--- config.mk ---
export PLATFORM = sky130hd
export DESIGN_NAME = instr_fetch_unit
export DESIGN_NICKNAME = d
export VERILOG_FILES = /design/src/rtl/fetch_pkg.sv /design/src/rtl/fetch_fifo.sv /design/src/rtl/instr_fetch_unit.sv
export SDC_FILE = /design/constraint.sdc
export NUM_CORES = 1
export LEC_CHECK = 0
export ABC_AREA = 1
export ABC_CLOCK_PERIOD_IN_PS = 1800
export BUFFER_PORTS_ARGS = -buffer_cell sky130_fd_sc_hd__clkbuf_2
export CORE_MARGIN = 2
export CORE_UTILIZATION = 46
export DETAILED_ROUTE_END_ITERATION = 16
export PLACE_DENSITY = 0.67
export SYNTH_ARGS = -nofsm -noshare
export SYNTH_HDL_FRONTEND = slang
export SYNTH_SLANG_ARGS = --single-unit
--- constraint.sdc ---
create_clock -name clk -period 1.8 [get_ports clk]
set_input_delay 0.09 -clock clk [delete_from_list [all_inputs] [get_ports clk]]
set_output_delay 0.09 -clock clk [all_outputs]
set_load 0.02 [all_outputs]
--- src/rtl/fetch_pkg.sv ---
// Shared types for the instruction fetch unit: FSM states, instruction/PC widths,
// the halt encoding and the buffered fetch entry.
package fetch_pkg;

  localparam int INSTR_W = 9;
  localparam int PC_W    = 32;
  localparam logic [INSTR_W-1:0] HALT_OP = 9'h1FF;

  typedef enum logic [1:0] {
    IDLE   = 2'd0,
    FETCH  = 2'd1,
    HALTED = 2'd2
  } fetch_state_e;

  typedef struct packed {
    logic [INSTR_W-1:0] instr;
    logic [PC_W-1:0]    pc;
  } fetch_entry_t;

endpackage

--- src/rtl/fetch_fifo.sv ---
// Small circular buffer of fetched {instr, pc} entries with push, pop and a
// synchronous flush; the head is read combinationally from storage.
module fetch_fifo
  import fetch_pkg::*;
#(
  parameter int DEPTH = 2,
  localparam int PTR_W = $clog2(DEPTH),
  localparam int CNT_W = $clog2(DEPTH) + 1
) (
  input  logic             clk,
  input  logic             rst_n,
  input  logic             flush_i,
  input  logic             push_i,
  input  fetch_entry_t     push_data_i,
  input  logic             pop_i,
  output fetch_entry_t     head_o,
  output logic             valid_o,
  output logic [CNT_W-1:0] count_o
);

  fetch_entry_t     mem_q [DEPTH];
  logic [PTR_W-1:0] wr_ptr_q;
  logic [PTR_W-1:0] rd_ptr_q;
  logic [CNT_W-1:0] count_q;
  logic             full_s;
  logic             push_ok_s;
  logic             pop_ok_s;

  assign full_s    = (count_q == CNT_W'(DEPTH));
  assign valid_o   = (count_q != '0);
  // A push into a full buffer is accepted only when the head leaves in the same cycle.
  assign push_ok_s = push_i & (~full_s | pop_i);
  assign pop_ok_s  = pop_i & valid_o;
  assign head_o    = mem_q[rd_ptr_q];
  assign count_o   = count_q;

  // Storage, pointers and occupancy.
  always_ff @(posedge clk or negedge rst_n) begin
    if (!rst_n) begin
      for (int i = 0; i < DEPTH; i++) begin
        mem_q[i] <= '0;
      end
      wr_ptr_q <= '0;
      rd_ptr_q <= '0;
      count_q  <= '0;
    end else if (flush_i) begin
      wr_ptr_q <= '0;
      rd_ptr_q <= '0;
      count_q  <= '0;
    end else begin
      if (push_ok_s) begin
        mem_q[wr_ptr_q] <= push_data_i;
        wr_ptr_q        <= wr_ptr_q + PTR_W'(1);
      end
      if (pop_ok_s) begin
        rd_ptr_q <= rd_ptr_q + PTR_W'(1);
      end
      count_q <= count_q + CNT_W'(push_ok_s) - CNT_W'(pop_ok_s);
    end
  end

endmodule

--- src/rtl/instr_fetch_unit.sv ---
// Instruction fetch: issues reads at pc_in, buffers responses for decode, flushes on
// redirect and stops on HALT_OP. FETCH_PERF_CNT_EN adds the stall_cycles counter.
module instr_fetch_unit
  import fetch_pkg::*;
#(
  parameter int ADDR_W = 10,
  parameter int DEPTH  = 2
) (
  input  logic               clk,
  input  logic               reset,
  input  logic               should_run_processor,
  input  logic [PC_W-1:0]    pc_in,
  output logic               pc_advance,
  input  logic               redirect,
  output logic               imem_rd_en,
  output logic [ADDR_W-1:0]  imem_addr,
  input  logic [INSTR_W-1:0] imem_rdata,
  output logic               instr_valid,
  input  logic               instr_ready,
  output logic [INSTR_W-1:0] instr_out,
  output logic [PC_W-1:0]    instr_pc,
  output logic               done,
`ifdef FETCH_PERF_CNT_EN
  output logic [31:0]        stall_cycles,
`endif
  output logic               pc_oob
);

  localparam int CNT_W = $clog2(DEPTH) + 1;

  fetch_state_e     state_q, state_d;
  logic             inflight_q, inflight_d;
  logic [PC_W-1:0]  tag_q, tag_d;
  logic             done_q, done_d;
  logic             oob_q, oob_d;

  logic             fetching_s;
  logic             fifo_valid_s;
  logic             pop_s;
  logic             push_s;
  logic             flush_s;
  logic             halt_pop_s;
  logic             issue_s;
  logic             credit_ok_s;
  logic [CNT_W-1:0] count_s;
  logic [CNT_W:0]   used_s;
  logic [CNT_W:0]   limit_s;
  fetch_entry_t     head_s;
  fetch_entry_t     push_data_s;

  assign fetching_s  = should_run_processor & (state_q == FETCH);
  assign instr_valid = fetching_s & fifo_valid_s;
  assign pop_s       = instr_valid & instr_ready;
  assign halt_pop_s  = pop_s & (head_s.instr == HALT_OP);

  // Slot freed by this cycle's pop counts as credit, so streaming runs at one per cycle.
  assign used_s      = {1'b0, count_s} + (CNT_W+1)'(inflight_q);
  assign limit_s     = (CNT_W+1)'(DEPTH) + (CNT_W+1)'(pop_s);
  assign credit_ok_s = (used_s < limit_s);

  assign issue_s     = fetching_s & ~redirect & ~halt_pop_s & credit_ok_s;
  assign push_s      = fetching_s & inflight_q & ~redirect & ~halt_pop_s;
  assign flush_s     = ~should_run_processor | redirect | halt_pop_s;

  assign pc_advance  = issue_s;
  assign imem_rd_en  = issue_s;
  assign imem_addr   = pc_in[ADDR_W-1:0];
  assign push_data_s = '{instr: imem_rdata, pc: tag_q};
  assign instr_out   = head_s.instr;
  assign instr_pc    = head_s.pc;
  assign done        = done_q;
  assign pc_oob      = oob_q;

  fetch_fifo #(.DEPTH(DEPTH)) u_fifo (
    .clk         (clk),
    .rst_n       (reset),
    .flush_i     (flush_s),
    .push_i      (push_s),
    .push_data_i (push_data_s),
    .pop_i       (pop_s),
    .head_o      (head_s),
    .valid_o     (fifo_valid_s),
    .count_o     (count_s)
  );

  // Next state, in-flight tag, done and out-of-range flag.
  always_comb begin
    state_d    = state_q;
    inflight_d = issue_s;
    tag_d      = tag_q;
    done_d     = done_q;
    oob_d      = oob_q;
    case (state_q)
      IDLE: begin
        if (should_run_processor) state_d = FETCH;
        else                      state_d = IDLE;
      end
      FETCH: begin
        if (!should_run_processor) state_d = IDLE;
        else if (halt_pop_s)       state_d = HALTED;
        else                       state_d = FETCH;
      end
      HALTED: begin
        if (!should_run_processor) state_d = IDLE;
        else                       state_d = HALTED;
      end
      default: state_d = IDLE;
    endcase
    if (issue_s) tag_d = pc_in;
    else         tag_d = tag_q;
    if (!should_run_processor) done_d = 1'b0;
    else if (halt_pop_s)       done_d = 1'b1;
    else                       done_d = done_q;
    if (issue_s && (pc_in[PC_W-1:ADDR_W] != '0)) oob_d = 1'b1;
    else                                          oob_d = oob_q;
  end

  // Control state registers.
  always_ff @(posedge clk or negedge reset) begin
    if (!reset) begin
      state_q    <= IDLE;
      inflight_q <= 1'b0;
      tag_q      <= '0;
      done_q     <= 1'b0;
      oob_q      <= 1'b0;
    end else begin
      state_q    <= state_d;
      inflight_q <= inflight_d;
      tag_q      <= tag_d;
      done_q     <= done_d;
      oob_q      <= oob_d;
    end
  end

`ifdef FETCH_PERF_CNT_EN
  logic [31:0] stall_q, stall_d;

  // Saturating count of FETCH cycles in which the PC was held.
  always_comb begin
    stall_d = stall_q;
    if (!should_run_processor) begin
      stall_d = 32'd0;
    end else if ((state_q == FETCH) && !issue_s && (stall_q != 32'hFFFF_FFFF)) begin
      stall_d = stall_q + 32'd1;
    end else begin
      stall_d = stall_q;
    end
  end

  // Stall counter register.
  always_ff @(posedge clk or negedge reset) begin
    if (!reset) stall_q <= 32'd0;
    else        stall_q <= stall_d;
  end

  assign stall_cycles = stall_q;
`endif

endmodule

* Word-level counts from Yosys, hierarchy flattened
Cells that the tools add are included.
** Operators by class
- Bitwise logic cells :: 22
- Reduce and logical (&&, ||, !) cells :: 8
- Mux-type cells :: 18
- Add/sub/neg operators :: 6
- $lt $le $gt $ge :: 4
- Equality and inequality tests :: 5
** Operators by type and width (number)
- 41-bit two-way mux :: 4
- 82-bit bitwise mux :: 1
- 41-bit demux with 1-bit select :: 1
- 22-bit nonzero test :: 1
- 1-bit bitwise AND :: 12
- 9-bit equality test, second input constant :: 1
- 2-bit two-way mux :: 4
- 1-bit two-way mux :: 7
- 2-bit one-hot mux with 3 select lines :: 1
- 2-bit nonzero test :: 3
- 1-bit NOT :: 5
- 2-bit equality test, second input constant :: 2
- 2-bit greater-or-equal comparator, second input constant :: 2
- 1-bit NOT with 2-bit output :: 2
- 2-bit by 1-bit adder with 3-bit output :: 1
- 2-bit by 1-bit adder with 3-bit output, first input constant :: 1
- 3-bit < comparator :: 1
- 1-bit bitwise OR :: 3
- 1-bit adder, second input constant :: 2
- 2-bit by 1-bit adder with 2-bit output :: 1
- 2-bit by 1-bit equality test with 1-bit output, second input constant :: 1
- 1-bit logical AND :: 2
- 2-bit zero test :: 1
- 2-bit by 1-bit < comparator with 1-bit output, second input constant :: 1
- 3 further kinds :: 3
** Word-level totals
- Output and inout bits :: 56
- Bits in registers :: 123
- Input port bits :: 46

* Logic depth before layout (Yosys ltp)
Gate-level depths: netlist (run 1).
- Depth after elaboration :: 12
- Depth in mapped cells :: 14
- Gate-level depth less buffers :: 12

* Cells and area by module
Synthesis (run 1) repeated with hierarchy kept, for this count alone.
** Second synthesis, totals
- Cells, all modules :: 772
- Area total of the unflattened synthesis :: 6247.2 µm²
** Modules (own cells, without submodules)
- fetch_fifo :: times used 1, cells each 530, area an instance 4179.0 µm²
- instr_fetch_unit :: times used 1, cells each 242, area an instance 2068.2 µm²

* Worst setup path before layout (run 1)
OpenSTA, ideal clock, no wires.
- Kind :: reg-to-reg
- Start :: register state_q[1]
- End :: register u_fifo.count_q[1], in the netlist u_fifo.count_o[1]
- Arrival time :: 1.904 ns
- Clock period less this slack :: 2.024 ns
- Slack :: -0.224 ns
- Stages on the path, launching flop included :: 12
- Setup time :: 0.120 ns
- Required time :: 1.680 ns
- Path through :: dfrtp_1 -> inv_1 -> nand3_1 -> nor2_1 -> nand2_1 -> a21boi_2 -> buf_4 -> nand3_1 -> inv_1 -> ha_1 -> xor2_1 -> nor2_1
** On the way
- Cells in the longest elaborated chain, start to end :: 11
- Elaborated cells on any way between the ends :: 16
** Ends and longest elaborated chain
- from (decl) :: line instr_fetch_unit.sv:31 : fetch_state_e state_q, state_d;
- from (signal assigned) :: line instr_fetch_unit.sv:127 : state_q <= state_d;
- 2-bit by 1-bit equality test with 1-bit output (*) :: line instr_fetch_unit.sv:51 : assign fetching_s = should_run_processor & (state_q == FETCH);
- 1-bit bitwise AND (*) :: line instr_fetch_unit.sv:51
- 1-bit bitwise AND (*) :: line instr_fetch_unit.sv:52 : assign instr_valid = fetching_s & fifo_valid_s;
- named net instr_valid :: line instr_fetch_unit.sv:18 : output logic instr_valid,
- 1-bit bitwise AND (*) :: line instr_fetch_unit.sv:53 : assign pop_s = instr_valid & instr_ready;
- 1-bit bitwise AND :: line instr_fetch_unit.sv:54 : assign halt_pop_s = pop_s & (head_s.instr == HALT_OP);
- 1-bit NOT :: line instr_fetch_unit.sv:62 : assign push_s = fetching_s & inflight_q & ~redirect & ~halt_pop_s;
- 1-bit bitwise AND :: line instr_fetch_unit.sv:62
- 1-bit bitwise AND :: line fetch_fifo.sv:32 : assign push_ok_s = push_i & (~full_s | pop_i);
- 2-bit by 1-bit adder with 2-bit output :: line fetch_fifo.sv:58 : count_q <= count_q + CNT_W'(push_ok_s) - CNT_W'(pop_ok_s);
- 2-bit by 1-bit subtractor with 2-bit output :: line fetch_fifo.sv:58
- 2-bit two-way mux (*) :: line fetch_fifo.sv:46 : end else if (flush_i) begin
- to (signal assigned) :: line fetch_fifo.sv:58
- to (decl) :: line fetch_fifo.sv:24 : logic [CNT_W-1:0] count_q;
Mark *: on every way through the listed nets, which the timed path passes. The rest lies on a longest branch.
A chain may end at the register's enable or synchronous reset.

* Worst setup path after layout (run 1)
- Start :: register u_fifo.rd_ptr_q
- End :: register u_fifo.count_q[1], in the netlist u_fifo.count_o[1]
** On the way
- Cells in the longest elaborated chain, start to end :: 12
- Elaborated cells on any way between the ends :: 13
** Ends and longest elaborated chain
- from (decl) :: line fetch_fifo.sv:23 : logic [PTR_W-1:0] rd_ptr_q;
- from (signal assigned) :: line fetch_fifo.sv:56 : rd_ptr_q <= rd_ptr_q + PTR_W'(1);
- 1-bit NOT with 2-bit output (implied by the code) (*) :: line fetch_fifo.sv:34 : assign head_o = mem_q[rd_ptr_q];
- 41-bit two-way mux (implied by the code) (*) (3 in series) :: line fetch_fifo.sv:34
- 9-bit equality test (*) :: line instr_fetch_unit.sv:54
- 1-bit bitwise AND (*) :: line instr_fetch_unit.sv:54
- 1-bit NOT :: line instr_fetch_unit.sv:62
- 1-bit bitwise AND :: line instr_fetch_unit.sv:62
- 1-bit bitwise AND :: line fetch_fifo.sv:32
- 2-bit by 1-bit adder with 2-bit output :: line fetch_fifo.sv:58
- 2-bit by 1-bit subtractor with 2-bit output :: line fetch_fifo.sv:58
- 2-bit two-way mux (*) :: line fetch_fifo.sv:46
Mark *: on every way between the ends. The rest lies on a longest branch, timed or not. The select of a mux whose other input is x is not followed.

==> impl_metrics.env, run 1 <==
export IMPL_wl_per_cell_um=21.3
export IMPL_relSlewSlack=0.608
export IMPL_portBuffers=101
export IMPL_dieArea_um2=13900
export IMPL_antenna_found_initial=0
export IMPL_ff2ff_path_depth=13
export IMPL_setup_tns_ps=-29390
export IMPL_antenna_left=0
export IMPL_hpwl_mm=10.3
export IMPL_numCtsBuffers=17
export IMPL_netlist_area_um2=5960
export IMPL_p_leak_nw=4.99
export IMPL_yosysWarnings=0
export IMPL_first_global_vias=6006
export IMPL_drv_slew=0
export IMPL_overflow=0
export IMPL_drc=0
export IMPL_fin_nets=999
export IMPL_insertion_delay_ps=430
export IMPL_core_area_um2=12600
export IMPL_max_slew_worst_pin_slew_ps=583
export IMPL_grt_usage=0.287
export IMPL_synth_seq_cells=123
export IMPL_rsz0062_at_grt="yes"
export IMPL_max_freq_mhz=461
export IMPL_yosysUniqueCellTypes=29
export IMPL_cts_num_sinks=123
export IMPL_wl_mm=24.1
export IMPL_cts_root_buf="clkbuf_16"
export IMPL_ff2ff_setup_slack_ps=-370
export IMPL_place_ws_ps=-121
export IMPL_hold_violations=0
export IMPL_via_count=6587
export IMPL_setup_viol=152
export IMPL_gp_congestion=0.885
export IMPL_final_cells=1132
export IMPL_cp_max_fo=6
export IMPL_endpoint="u_fifo.count_o[1]"
export IMPL_grt_pass1_wl_mm=31.2
export IMPL_critPathArrivalTime_ps=2530
export IMPL_dieWidth_um=118
export IMPL_power_density_nw_per_um2=844
export IMPL_worstPathRequired_ps=2160
export IMPL_cts_htree_levels=4
export IMPL_min_delay_start="redirect"
export IMPL_r2r_end="u_fifo.count_o[1]"
export IMPL_hold_ws_ps=106
export IMPL_cp_startpoint="u_fifo.rd_ptr_q"
export IMPL_rows=41
export IMPL_dr_pass1_iters=5
export IMPL_synth_fp_nets=803
export IMPL_vdd_drop_max_mv=0.720
export IMPL_areaGrowthSynthToFinish_pct=64.8
export IMPL_status="complete, but fails checks"
export IMPL_yosysSeqAreaShare=0.516
export IMPL_cp_end_kind="flop"
export IMPL_grt_start_max_net_pins=48
export IMPL_dieHeight_um=118
export IMPL_skew_ps=7.81
export IMPL_crit_type="reg2reg"
export IMPL_clk_pin_slew_worst_paths_ps=50
export IMPL_crit_path_start_kind="flop"
export IMPL_dp_cells=997
export IMPL_vias_per_cell=5.82
export IMPL_violations="setup timing"
export IMPL_drive_above_1_share=0.457
export IMPL_start_util=0.473
export IMPL_synthCells=753
export IMPL_finalWorstPathRequiredPeriod_ps=2170
export IMPL_syn_avg_cell_area_um2=7.92
export IMPL_pin_count=102
export IMPL_period_share=1.21
export IMPL_cap_violations=0
export IMPL_r2r_start="u_fifo.rd_ptr_q"
export IMPL_cts_tree="yes"
export IMPL_clk_path_buf_depth=2
export IMPL_setup_ws_ps=-370
export IMPL_diodes=0
export IMPL_drt_iter0_markers=771
export IMPL_hold_class="in2reg"
-- per-layer routing --
layer | vias up | share of wire | global-route usage
met3 | 115 | 0.081 | 0.0620
met1 | 3238 | 0.36 | 0.368
met4 | 0 | 0.055 | 0.109
li1 | 2836 | - | -
met5 | - | 0 | 0
met2 | 398 | 0.50 | 0.476
-- cells by family after synthesis --
logic type               synth area share
AO/OA/AOI/OAI                     0.00587
flip-flops                          0.516
adder cells (fa/ha/maj)           0.00839
AND/OR/NAND/NOR                     0.381
XOR/XNOR                          0.00294
buffers and inverters              0.0856
-- synthesized netlist by cell type --
cell type,n,share of area
nand2_1,365,0.23
dfrtp_1,123,0.52
nand4_1,83,0.087
nand3_1,37,0.031
inv_1,29,0.018
nor2_1,25,0.016
buf_2,22,0.018
buf_4,16,0.020
clkbuf_1,13,0.0082
buf_6,8,0.015
buf_1,5,0.0031
ha_1,4,0.0084
o21ai_1,3,0.0025
nand2_2,2,0.0021
nand4_2,2,0.0042
nor3_1,2,0.0017
nor4_1,2,0.0021
a21boi_2,1,0.0019
a21oi_2,1,0.0015
and3_1,1,0.0010
clkinv_1,1,0.00063
inv_2,1,0.00063
inv_4,1,0.0010
nand3_2,1,0.0017
nor2_2,1,0.0010
nor2_4,1,0.0019
nor3_2,1,0.0017
xnor2_1,1,0.0015
xor2_1,1,0.0015
-- layout make-up --
cell class | instances | area, um^2
Timing Repair inverter | 1 | 6.26
Inverter | 32 | 131
Multi-Input combinational cell | 534 | 3250
Sequential cell | 123 | 3080
Clock buffer | 22 | 474
Timing Repair Buffer | 240 | 2600
Clock inverter | 8 | 70.1
Tap cell | 172 | 215
Fill cell | 772 | 2790
-- power by group --
| group | total, mW | switching (mW) | internal [mW] |
|---|---|---|---|
| combinational | 1.77 | 0.965 | 0.803 |
| clock | 3.19 | 1.22 | 1.97 |
| sequential | 3.34 | 0.282 | 3.05 |
-- flip-flops by register name (all words and copies together) (netlist names) --
name	flops
done	1
inflight_q	1
pc_oob	1
state_q	2
tag_q	32
u_fifo.count_o	2
u_fifo.mem_q	82
u_fifo.rd_ptr_q	1
u_fifo.wr_ptr_q	1
-- worst min-delay path by stage --
stage                             end  cells after the start
finish              u_fifo.count_o[0]                      6
global route        u_fifo.count_o[0]                      5
floorplan                        done                      0
global placement     u_fifo.mem_q[78]                      1
detailed placement   u_fifo.mem_q[78]                      1
CTS                   u_fifo.rd_ptr_q                      4
-- placed cells by master (no fill, tap or decap), drive strengths merged, types with 2 or more instances in the layout --
master / instances
ha: 4
clkinvlp: 3
clkbuf: 104
nor4: 2
nand3: 38
nor3: 3
nand2: 367
inv: 31
dlygate4sd3: 43
nor2: 27
o21ai: 3
buf: 115
clkinv: 6
dfrtp: 123
nand4: 85
-- timing repair --
item | CTS | global route
buffers inserted | 20 | 26
hold buffers | 43 | 0
gates resized for setup | 36 | 361
setup endpoints to repair | 120 | 140
cloned | 10 | 18
pin swaps | 12 | 85
endpoints found under the hold margin | 88 | 0
-- worst max-delay path: stages, from the launching register on --
cell	delay, ps
dfrtp_2	500
buf_6	160
buf_6	110
buf_6	110
o21ai_4	140
nand2_2	70
nor2_2	130
nand3_2	110
buf_6	150
nand3_4	90
inv_2	60
ha_4	150
xor2_1	160
nor2_1	140
-- stage by stage --
step / instance area (um^2) / util / power, mW
2_1_floorplan: 6060 / - / 4.00
3_3_place_gp: 6770 / 0.536 / 4.44
3_5_place_dp: 6770 / 0.536 / 4.48
4_1_cts: 8320 / 0.660 / 7.80
5_1_grt: 9830 / 0.779 / 8.57
6_report: 9830 / 0.779 / 8.30
(Power assumes the default switching activity.)
==> run 2, diff against run 1 <==
- REMOVE_ABC_BUFFERS: not set -> 1
==> run 2 against run 1 <==
  * Critical path type is now reg2out
  * Critical endpoint is now imem_rd_en
  * The run still ends with setup timing left
  * Sequential cell count is the same
  * Clock skew is essentially flat
  * Sequential power shrank 2%
==> impl_metrics.env, run 2 (synthesis gave the netlist of run 1 again) <==
export IMPL_antenna_found_initial=0
export IMPL_setup_tns_ps=-25330
export IMPL_grt_usage=0.279
export IMPL_hold_violations=0
export IMPL_grt_pass1_wl_mm=30.4
export IMPL_cts_tree="yes"
export IMPL_top_regs="u_fifo.mem_q (82), tag_q (32)"
export IMPL_placed_area_um2=6720
export IMPL_numCtsBuffers=17
export IMPL_cts_root_buf="clkbuf_16"
export IMPL_gp_congestion=0.833
export IMPL_hold_class="in2reg"
export IMPL_critPathArrivalTime_ps=2010
export IMPL_dieArea_um2=13900
export IMPL_largest_register="u_fifo.mem_q"
export IMPL_drv_slew=0
export IMPL_grt_start_max_net_pins=57
export IMPL_antenna_left=0
export IMPL_areaGrowthSynthToFinish_pct=51.9
export IMPL_largest_reg_flops=82
export IMPL_period_share=1.17
export IMPL_cp_cell_sequence="clkinv_4 -> nand2_1 -> nand2_1 -> nor2_1 -> nand3_2 -> nor2_4 -> nor2_4 -> nand2_4 -> inv_4 -> clkbuf_8"
export IMPL_cp_top_family="simple AND/OR/NAND/NOR gates"
export IMPL_portBuffers=101
export IMPL_worstPathRequired_ps=1710
export IMPL_p_sw_mw=2.34
export IMPL_via_count=6287
export IMPL_core_area_um2=12600
export IMPL_start_util=0.473
export IMPL_place_ws_ps=-87.0
export IMPL_wl_mm=21.0
export IMPL_path_buf_inv=3
export IMPL_rsz0062_at_grt="yes"
export IMPL_wl_per_cell_um=18.7
export IMPL_insertion_delay_ps=410
export IMPL_dieWidth_um=118
export IMPL_drt_iter0_markers=514
export IMPL_hold_ws_ps=98.7
export IMPL_cts_htree_levels=4
export IMPL_switching_share=0.281
export IMPL_crit_path_start_kind="flop"
export IMPL_diodes=0
export IMPL_power_density_nw_per_um2=916
export IMPL_hpwl_mm=10.1
export IMPL_vdd_drop_max_mv=0.499
export IMPL_dr_pass1_iters=7
export IMPL_crit_type="reg2out"
export IMPL_setup_viol=123
export IMPL_overflow=0
export IMPL_combPwrFrac=0.180
export IMPL_status="complete, but fails checks"
export IMPL_layout_commonest_cell="nand2_1"
export IMPL_fin_nets=991
export IMPL_clk_pin_slew_worst_paths_ps=60
export IMPL_fin_area_um2=9060
export IMPL_dieHeight_um=118
export IMPL_drive_above_1_share=0.356
export IMPL_first_global_vias=5972
export IMPL_cp_slowest_stage_delay_ps=480
export IMPL_rows=41
export IMPL_pin_count=102
export IMPL_p_int_mw=5.96
export IMPL_p_leak_nw=4.81
export IMPL_final_cell_mix="nand2_1, dfrtp_1, clkbuf_2"
export IMPL_seqPwrFrac=0.395
export IMPL_clockPowerShare=0.424
export IMPL_max_freq_mhz=475
export IMPL_crit_slowest_cell="dfrtp_2"
export IMPL_setup_ws_ps=-305
export IMPL_skew_ps=8.17
export IMPL_clk_path_buf_depth=2
export IMPL_cp_end_kind="primary output"
export IMPL_drc=0
export IMPL_cp_max_fo=7
export IMPL_vias_per_cell=5.59
export IMPL_max_slew_worst_pin_slew_ps=478
export IMPL_cts_num_sinks=123
export IMPL_finalWorstPathRequiredPeriod_ps=2100
export IMPL_cap_violations=0
export IMPL_relSlewSlack=0.682
export IMPL_violations="setup timing"
[run 2: cell count changes in the layout (fill, tap and decap cells not counted), sizes merged]
cell    previous run  this run
clkbuf           104       121
clkinv             6         8
bufbuf             0         2
bufinv             1         4
buf              115        84
[run 2: power groups by stage]
stage	registers, mW	logic [mW]	clock network, mW
detailed placement	3.28	1.16	0
global route	3.30	1.61	3.67
floorplan	3.23	0.663	0
CTS	3.25	1.36	3.53
finish	3.28	1.49	3.52
global placement	3.27	1.14	0
[run 2: worst min-delay path: stages]
cell and delay, ps:
clkbuf_2 100, nand2_1 110, nor2_4 60, inv_4 70, nor2_2 40
[run 2: path summary, 6_finish.rpt]
kind / startpoint / end / slack [ps] / cells past startpoint
max in group asynchronous: reset / u_fifo.mem_q[26] / 990 / 3
hold reg to reg: u_fifo.mem_q[15] / u_fifo.mem_q[15] / 480 / 2
min in group asynchronous: reset / inflight_q / 180 / 2
hold / removal: should_run_processor / u_fifo.count_o[0] / 100 / 5
setup reg to reg: u_fifo.rd_ptr_q / u_fifo.mem_q[39] / -280 / 13
setup / recovery: u_fifo.rd_ptr_q / imem_rd_en / -300 / 10
[run 2: layout make-up]
type | count | area (um^2)
repair buffers | 232 | 2180
clock buffers | 18 | 429
multi-input cells | 534 | 2840
fillers | 923 | 3560
inverters | 32 | 130
repair inverters | 1 | 6.26
clock inverters | 13 | 176
flip-flops and latches | 123 | 3080
well taps | 172 | 215
[run 2: metal layers]
layer  vias up  share of wire  track usage
li1       2808              -            -
met1      3087           0.40        0.371
met2       330           0.50        0.446
met3        62          0.076       0.0557
met4         0          0.033        0.115
met5         -              0            0
[run 2: metrics by stage]
step / cells / util / total power [mW]
after CTS: 1116 / 0.674 / 8.14
after global routing: 1125 / 0.718 / 8.59
after floorplan: 689 / - / 3.90
after detailed placement: 1002 / 0.532 / 4.44
final: 1125 / 0.718 / 8.30
after global placement: 1002 / 0.532 / 4.41
[run 2: timing repair]
| item | CTS | global route |
|---|---|---|
| gates cloned | 9 | 5 |
| hold endpoints to repair | 82 | 0 |
| hold buffers | 43 | 0 |
| pin swaps | 37 | 38 |
| setup buffers | 32 | 11 |
| resized for setup | 73 | 123 |
| setup endpoints to repair | 118 | 131 |
